**config.mk**
```make
export PLATFORM = sky130hd
export DESIGN_NAME = mem_snapshot_tap_flat
export DESIGN_NICKNAME = d
export VERILOG_FILES = /design/src/rtl/mem_tap_pkg.sv /design/src/rtl/mem_snapshot_tap_if.sv /design/src/rtl/mem_tap_scan.sv /design/src/rtl/mem_snapshot_tap.sv /design/src/flat_wrapper.sv
export SDC_FILE = /design/constraint.sdc
export NUM_CORES = 2
export LEC_CHECK = 0
export CAP_MARGIN = 20
export CELL_PAD_IN_SITES_DETAIL_PLACEMENT = 0
export CELL_PAD_IN_SITES_GLOBAL_PLACEMENT = 1
export CORE_AREA = 8 8 422 424
export DETAILED_ROUTE_END_ITERATION = 10
export DIE_AREA = 0 0 430 432
export PLACE_DENSITY = 0.67
export RECOVER_POWER = 50
export SKIP_LAST_GASP = 1
export SLEW_MARGIN = 20
export SYNTH_ARGS = -nofsm -noshare
export SYNTH_HDL_FRONTEND = slang
export SYNTH_SLANG_ARGS = --single-unit
```
**constraint.sdc**
```tcl
create_clock -name clock -period 52 [get_ports clock]
set_input_delay 13 -clock clock [delete_from_list [all_inputs] [get_ports clock]]
set_output_delay 13 -clock clock [all_outputs]
set_load 0.1 [all_outputs]
```
**src/rtl/mem_tap_pkg.sv**
```systemverilog
// mem_tap_pkg: shared types and constants for the mem_snapshot_tap slice.
// Contents: tap FSM state enum, default parameter values, and the helper
// that gives the position of entry i within the flattened tap bus.
package mem_tap_pkg;

    typedef enum logic [1:0] {
        TAP_IDLE    = 2'd0,
        TAP_CAPTURE = 2'd1,
        TAP_STREAM  = 2'd2
    } tap_state_e;

    localparam int DEF_NUM_ENTRIES = 32;
    localparam int DEF_ENTRY_W     = 33;
    localparam int DEF_DROP_CNT_W  = 8;

    // Lowest bit of entry idx in a bus of w-bit entries packed from bit 0 upward;
    // slice with bus[entry_lsb(i, w) +: w].
    function automatic int entry_lsb(input int idx, input int w);
        return idx * w;
    endfunction

endpackage

```
**src/rtl/mem_snapshot_tap_if.sv**
```systemverilog
// mem_snapshot_tap_if: snapshot beat stream, one captured entry per beat.
// Latency: n/a (wires only). Backpressure: producer holds a beat while out_ready=0.
// Signals: out_valid/out_index/out_data/out_last from producer, out_ready from consumer.
interface mem_snapshot_tap_if #(
    parameter int IDX_W   = 5,
    parameter int ENTRY_W = mem_tap_pkg::DEF_ENTRY_W
);
    logic               out_valid;
    logic               out_ready;
    logic [IDX_W-1:0]   out_index;
    logic [ENTRY_W-1:0] out_data;
    logic               out_last;

    modport master (output out_valid, out_index, out_data, out_last, input out_ready);
    modport slave  (input out_valid, out_index, out_data, out_last, output out_ready);
endinterface

```
**src/rtl/mem_tap_scan.sv**
```systemverilog
// mem_tap_scan: finds the lowest set mask bit at or above start (changed-entry scan).
// Latency: combinational. Backpressure: none; caller decides when to advance start.
// Ports: mask/start in; found, next_idx, is_last (no set bit above next_idx) out.
// Only built when MEM_SNAPSHOT_DIFF_EN is defined.
module mem_tap_scan import mem_tap_pkg::*; #(
    parameter int NUM_ENTRIES = DEF_NUM_ENTRIES,
    parameter int IDX_W       = $clog2(NUM_ENTRIES)
) (
    input  logic [NUM_ENTRIES-1:0] mask,
    input  logic [IDX_W:0]         start,
    output logic                   found,
    output logic [IDX_W-1:0]       next_idx,
    output logic                   is_last
);

    always_comb begin
        found    = 1'b0;
        next_idx = '0;
        is_last  = 1'b1;
        // Walk downward so the lowest qualifying index is the one left behind.
        for (int i = NUM_ENTRIES - 1; i >= 0; i--) begin
            if (mask[i] && (i >= int'(start))) begin
                found    = 1'b1;
                next_idx = IDX_W'(i);
            end
        end
        for (int j = 0; j < NUM_ENTRIES; j++) begin
            if (mask[j] && (j > int'(next_idx))) begin
                is_last = 1'b0;
            end
        end
    end

endmodule

```
**src/rtl/mem_snapshot_tap.sv**
```systemverilog
// mem_snapshot_tap: atomic snapshot of an N-entry array on trigger, streamed one entry per beat.
// Latency: trigger at cycle T gives first beat at T+2; full rate 1 beat/cycle thereafter.
// Backpressure: beat held stable while out_ready=0; triggers while busy are dropped and counted.
// Ports: clock, reset (async, active-high), tap_data, trigger, tap_out (master stream),
//        busy, drop_cnt (saturating), drop_clr.
// Build option MEM_SNAPSHOT_DIFF_EN: stream only entries that differ from the previous snapshot.
module mem_snapshot_tap import mem_tap_pkg::*; #(
    parameter int NUM_ENTRIES = DEF_NUM_ENTRIES,
    parameter int ENTRY_W     = DEF_ENTRY_W,
    parameter int IDX_W       = $clog2(NUM_ENTRIES),
    parameter int DROP_CNT_W  = DEF_DROP_CNT_W
) (
    input  logic                           clock,
    input  logic                           reset,
    input  logic [NUM_ENTRIES*ENTRY_W-1:0] tap_data,
    input  logic                           trigger,
    mem_snapshot_tap_if.master             tap_out,
    output logic                           busy,
    output logic [DROP_CNT_W-1:0]          drop_cnt,
    input  logic                           drop_clr
);

    localparam logic [IDX_W-1:0] LAST_IDX = IDX_W'(NUM_ENTRIES - 1);

    tap_state_e         state_q, state_d;
    logic               valid_q, valid_d;
    logic [IDX_W-1:0]   idx_q, idx_d;
    logic [ENTRY_W-1:0] data_q, data_d;
    logic               last_q, last_d;

    logic [ENTRY_W-1:0] live [NUM_ENTRIES];
    logic [ENTRY_W-1:0] snap [NUM_ENTRIES];
    logic               capture;

    for (genvar g = 0; g < NUM_ENTRIES; g++) begin : g_live
        assign live[g] = tap_data[entry_lsb(g, ENTRY_W) +: ENTRY_W];
    end

    // Latch on the trigger edge itself so the snapshot reflects the trigger cycle.
    assign capture = (state_q == TAP_IDLE) && trigger;
    assign busy    = (state_q != TAP_IDLE);

`ifdef MEM_SNAPSHOT_DIFF_EN
    logic [ENTRY_W-1:0]     prev [NUM_ENTRIES];
    logic [NUM_ENTRIES-1:0] mask;
    logic [IDX_W:0]         scan_start;
    logic                   scan_found;
    logic [IDX_W-1:0]       scan_idx;
    logic                   scan_last;

    for (genvar g = 0; g < NUM_ENTRIES; g++) begin : g_mask
        assign mask[g] = (snap[g] != prev[g]);
    end

    // CAPTURE searches from entry 0; STREAM searches just past the beat now leaving.
    assign scan_start = (state_q == TAP_STREAM) ? ({1'b0, idx_q} + (IDX_W+1)'(1)) : '0;

    mem_tap_scan #(.NUM_ENTRIES(NUM_ENTRIES), .IDX_W(IDX_W)) u_scan (
        .mask     (mask),
        .start    (scan_start),
        .found    (scan_found),
        .next_idx (scan_idx),
        .is_last  (scan_last)
    );
`endif

    always_ff @(posedge clock or posedge reset) begin
        if (reset) begin
            for (int i = 0; i < NUM_ENTRIES; i++) begin
                snap[i] <= '0;
`ifdef MEM_SNAPSHOT_DIFF_EN
                prev[i] <= '0;
`endif
            end
        end else if (capture) begin
            for (int i = 0; i < NUM_ENTRIES; i++) begin
                snap[i] <= live[i];
`ifdef MEM_SNAPSHOT_DIFF_EN
                prev[i] <= snap[i];
`endif
            end
        end
    end

    always_ff @(posedge clock or posedge reset) begin
        if (reset) begin
            state_q <= TAP_IDLE;
            valid_q <= 1'b0;
            idx_q   <= '0;
            data_q  <= '0;
            last_q  <= 1'b0;
        end else begin
            state_q <= state_d;
            valid_q <= valid_d;
            idx_q   <= idx_d;
            data_q  <= data_d;
            last_q  <= last_d;
        end
    end

    always_comb begin
        state_d = state_q;
        valid_d = valid_q;
        idx_d   = idx_q;
        data_d  = data_q;
        last_d  = last_q;
        case (state_q)
            TAP_IDLE: begin
                valid_d = 1'b0;
                last_d  = 1'b0;
                if (trigger) state_d = TAP_CAPTURE;
            end
            TAP_CAPTURE: begin
`ifdef MEM_SNAPSHOT_DIFF_EN
                if (scan_found) begin
                    state_d = TAP_STREAM;
                    valid_d = 1'b1;
                    idx_d   = scan_idx;
                    last_d  = scan_last;
                    data_d  = snap[scan_idx];
                end else begin
                    // Nothing changed: no beats, just a one-cycle out_last flag.
                    state_d = TAP_IDLE;
                    valid_d = 1'b0;
                    last_d  = 1'b1;
                end
`else
                state_d = TAP_STREAM;
                valid_d = 1'b1;
                idx_d   = '0;
                last_d  = 1'b0;
                data_d  = snap[0];
`endif
            end
            TAP_STREAM: begin
                if (valid_q && tap_out.out_ready) begin
                    if (last_q) begin
                        state_d = TAP_IDLE;
                        valid_d = 1'b0;
                        last_d  = 1'b0;
                    end else begin
`ifdef MEM_SNAPSHOT_DIFF_EN
                        idx_d  = scan_idx;
                        last_d = scan_last;
`else
                        // Stops at LAST_IDX, so unused indices of a non-power-of-two array are never reached.
                        idx_d  = idx_q + IDX_W'(1);
                        last_d = (idx_d == LAST_IDX);
`endif
                        data_d = snap[idx_d];
                    end
                end
            end
            default: begin
                state_d = TAP_IDLE;
                valid_d = 1'b0;
                last_d  = 1'b0;
            end
        endcase
    end

    // Clear beats a simultaneous dropped trigger.
    always_ff @(posedge clock or posedge reset) begin
        if (reset) begin
            drop_cnt <= '0;
        end else if (drop_clr) begin
            drop_cnt <= '0;
        end else if (trigger && busy && (drop_cnt != '1)) begin
            drop_cnt <= drop_cnt + DROP_CNT_W'(1);
        end
    end

    assign tap_out.out_valid = valid_q;
    assign tap_out.out_index = idx_q;
    assign tap_out.out_data  = data_q;
    assign tap_out.out_last  = last_q;

endmodule

```
**src/flat_wrapper.sv**
```systemverilog
// flat-port wrapper written by rule: the top's interface ports become plain ports
module mem_snapshot_tap_flat import mem_tap_pkg::*;
#(
    parameter int NUM_ENTRIES = DEF_NUM_ENTRIES,
    parameter int ENTRY_W     = DEF_ENTRY_W,
    parameter int IDX_W       = $clog2(NUM_ENTRIES),
    parameter int DROP_CNT_W  = DEF_DROP_CNT_W
)
  (clock, reset, tap_data, trigger, busy, drop_cnt, drop_clr, tap_out_out_valid, tap_out_out_index, tap_out_out_data, tap_out_out_last, tap_out_out_ready);
  mem_snapshot_tap_if #(.IDX_W(IDX_W), .ENTRY_W(ENTRY_W)) tap_out_i ();
  input  logic clock;
  input  logic reset;
  input  logic [NUM_ENTRIES*ENTRY_W-1:0] tap_data;
  input  logic trigger;
  output logic busy;
  output logic [DROP_CNT_W-1:0] drop_cnt;
  input  logic drop_clr;
  output wire logic [$bits(tap_out_i.out_valid)-1:0] tap_out_out_valid;
  output wire logic [$bits(tap_out_i.out_index)-1:0] tap_out_out_index;
  output wire logic [$bits(tap_out_i.out_data)-1:0] tap_out_out_data;
  output wire logic [$bits(tap_out_i.out_last)-1:0] tap_out_out_last;
  input wire logic [$bits(tap_out_i.out_ready)-1:0] tap_out_out_ready;
  assign tap_out_out_valid = tap_out_i.out_valid;
  assign tap_out_out_index = tap_out_i.out_index;
  assign tap_out_out_data = tap_out_i.out_data;
  assign tap_out_out_last = tap_out_i.out_last;
  assign tap_out_i.out_ready = tap_out_out_ready;
  mem_snapshot_tap #(.NUM_ENTRIES(NUM_ENTRIES), .ENTRY_W(ENTRY_W), .IDX_W(IDX_W), .DROP_CNT_W(DROP_CNT_W)) u_core (.clock(clock), .reset(reset), .tap_data(tap_data), .trigger(trigger), .tap_out(tap_out_i), .busy(busy), .drop_cnt(drop_cnt), .drop_clr(drop_clr));
endmodule
```
==> impl_metrics.yaml <==
global_route:
  grt_most_used_layer: "met2"
  groute.layer.met3.usage_pct: 6.738
  overflow_left_after_global_routing: 0
  grt_pass1_wl_mm: 296.4
  grt_antenna_before_repair: 82
  use_met1_pct: 27.52
  grt_max_degree: 166
  grt_util_all_layers_pct: 22.60
  grt_pass1_vias: 36500
  globalRouteMet2Util_pct: 38.87
timing:
  report.final.hold_viol_count: 0
  fin_tns_setup_ns: 0
  final.setup_skew_ns: 0.03190
  max-slew-margin-rel_pct: -505.3
  final.period_utilization_pct: 53.49
  period_minus_slack_ns: 27.81
  max_freq_mhz: 35.95
  slew_viol_final: 1282
  grt_setup_unrepaired: "no"
  hold_ws_ns: 0.4997
  finalSetupViolations: 0
  tightestPinTransition_ns: 9.080
synthesis:
  synth_enable_flop_cells: 0
  yosys.cell_types.count: 44
  cell_area_after_technology_mapping_um2: 50010
  synth.avg_cell_area_um2: 14.74
  synth.yosys.seq_area_share_pct: 55.35
  ys_ff_latch: 1106
  postSynthCellCount: 3393
  synthFlopType: "sky130_fd_sc_hd__dfrtp_1"
  synth_nets: 4457
  async_flop_share_pct: 100.0
  yosys_warnings: 0
pwr:
  vdd.ir_drop.worst_mv: 0.03207
  power_density_nw_per_um2: 60.77
  leakagePower_nw: 26.57
placed_design:
  area_of_placed_instances_um2: 63210
  io_buffer_count: 1109
  gp_routability_congestion: 0.8688
  dp_hpwl_mm: 167.1
hold_path:
  min-delay-path-class: "reg2reg"
floorplanning:
  ios: 1110
  floorplan.rows: 152
  coreArea_um2: 171000
  die_y_um: 432
  chipWidth_um: 430
  die_area_um2: 185800
  floorplan.initialDensity_pct: 29.25
layout:
  nets: 5524
  drive_gt1_share_pct: 34.46
  top_library_cells_by_usage_in_the_layout_fill_and_taps_aside: "sky130_fd_sc_hd__dfrtp_1 (1105), sky130_fd_sc_hd__clkdlybuf4s50_1 (1060), sky130_fd_sc_hd__mux2_2 (1056), sky130_fd_sc_hd__nand2_1 (335), sky130_fd_sc_hd__mux4_2 (216)"
  filler_cells: 16130
  finish.utilization_pct: 39.61
  syn_to_final_growth_pct: 35.41
  most_frequent_standard_cell_in_the_layout_excluding_fill_and_tap_cells: "sky130_fd_sc_hd__dfrtp_1"
  final_area_um2: 67710
clocking:
  cts.reportedPaths.clkPinSlew_ns: 0.05
  clock_tree.buffer_depth: 3
  cts_made_buffers: 135
  cts.sink_count: 1106
  clk_latency_ns: 0.79
  post_cts_resize_count: 0
  cts_stage_hold_buffer_count: 0
  clock-root-buffer: "sky130_fd_sc_hd__clkbuf_16"
  cts_setup_buffers: 0
  htree_levels: 4
  clock_tree_from_tritoncts: "done"
setup_path:
  critPathArrivalTime_ns: 28.47
  worstPathRequired_ns: 52.65
  critPathLaunchType: "primary input"
  timing.critical_path.to_type: "register"
  crit_fanout: 165
  criticalPathCategory: "in2reg"
run_status:
  violations_in_the_final_reports: "max-capacitance violations, max-slew violations"
  run_status: "finished with violations"
drt:
  drc: 0
  detailed_routing_iteration_count_for_the_pre_antenna_repair_pass: 5
  route.antenna.remaining_nets: 0
  postRouteWirelength_mm: 217.4
  wl_per_cell_um: 31.67
  initialDrtViolationCount: 2560
  detailroute.via_count: 34110
  vias_per_cell: 4.970
job:
  max_cap_viol_count: 31
## critical path, stage by stage
cell	delay (ns)
sky130_fd_sc_hd__dlygate4sd3_1	0.74
sky130_fd_sc_hd__inv_1	0.08
sky130_fd_sc_hd__nor2_1	0.86
sky130_fd_sc_hd__clkbuf_1	5.02
sky130_fd_sc_hd__clkbuf_1	6.46
sky130_fd_sc_hd__buf_4	1.06
sky130_fd_sc_hd__buf_16	0.31
sky130_fd_sc_hd__mux2_2	0.38
## synth_stat cells (9+ instances only)
master / count / area, um2
sky130_fd_sc_hd__a41oi_2: 16 / 260.3
sky130_fd_sc_hd__mux2i_1: 61 / 610.6
sky130_fd_sc_hd__nand2_1: 335 / 1257
sky130_fd_sc_hd__nand3_1: 105 / 525.5
sky130_fd_sc_hd__nor2_1: 40 / 150.1
sky130_fd_sc_hd__nor3_1: 39 / 195.2
sky130_fd_sc_hd__a41oi_1: 9 / 78.83
sky130_fd_sc_hd__dfrtp_1: 1106 / 27680
sky130_fd_sc_hd__a32oi_1: 24 / 210.2
sky130_fd_sc_hd__o21ai_0: 49 / 245.2
sky130_fd_sc_hd__mux2_2: 1056 / 11890
sky130_fd_sc_hd__clkbuf_1: 33 / 123.9
sky130_fd_sc_hd__buf_2: 171 / 855.8
sky130_fd_sc_hd__buf_4: 23 / 172.7
sky130_fd_sc_hd__nand4_1: 27 / 168.9
sky130_fd_sc_hd__mux4_2: 216 / 4865
sky130_fd_sc_hd__and3_1: 12 / 75.07
## through the flow
stage / setup WS, ns / instances / total power, mW
floorplan: 7.859 / 3393 / 2.576
global placement: 33.47 / 6554 / 3.102
detailed placement: 33.42 / 6554 / 3.134
CTS: 34.29 / 6796 / 4.122
global route: 21.98 / 6833 / 4.331
finish: 24.19 / 6863 / 4.115
## report_power, final
group | switching (mW) | internal, mW | leakage [nW]
combinational | 0.740 | 0.841 | 11.4
clock | 0.397 | 0.568 | 2.23
sequential | 0.268 | 1.30 | 13.0
## cell families after synthesis
group / count (synthesis) / share of synthesized area, %
multiplexers: 1336 / 34.89
buffers and inverters: 247 / 2.607
AND/OR/NAND/NOR: 571 / 4.942
AO/OA/AOI/OAI: 117 / 1.887
adder cells (fa/ha/maj): 3 / 0.07507
XOR/XNOR: 13 / 0.2577
flip-flops: 1106 / 55.35
## cell type report
type	count	area, um2	area share (%)
diodes	65	162.7	0.2402
clock inverters	49	610.6	0.9017
flip-flops and latches	1106	27680	40.88
repair buffers	1174	11390	16.82
clock buffers	193	3918	5.785
inverters	3	12.51	0.01848
well taps	2233	2794	4.126
multi-input cells	2040	21150	31.23
## sequential cells by signal, indices dropped and copies added, names as in the netlist
signal	count
u_core.tap_out.out_index	5
u_core.snap	1056
u_core.tap_out.out_valid	1
u_core.drop_cnt	8
u_core.tap_out.out_last	1
u_core.state_q	2
u_core.tap_out.out_data	33
## metal layers
metal  share of wire (%)  vias up
li1                    -    14690
met1                  40    18130
met2                  51     1021
met3                 6.7      248
met4                 2.2       24
met5               0.075        -
## final timing paths
path / startpoint / end / slack (ns) / cells after the start
worst max register to register: u_core.state_q[0] / u_core.snap[913] / 36.34 / 8
worst min-delay path: u_core.snap[67] / u_core.snap[67] / 0.50 / 1
min in group asynchronous: reset / u_core.snap[746] / 14.22 / 2
worst max-delay path: trigger / u_core.snap[913] / 24.19 / 8
worst min register to register: u_core.snap[67] / u_core.snap[67] / 0.50 / 1
max in group asynchronous: reset / u_core.snap[85] / 24.70 / 8
Power figures use the tool's default switching activity.
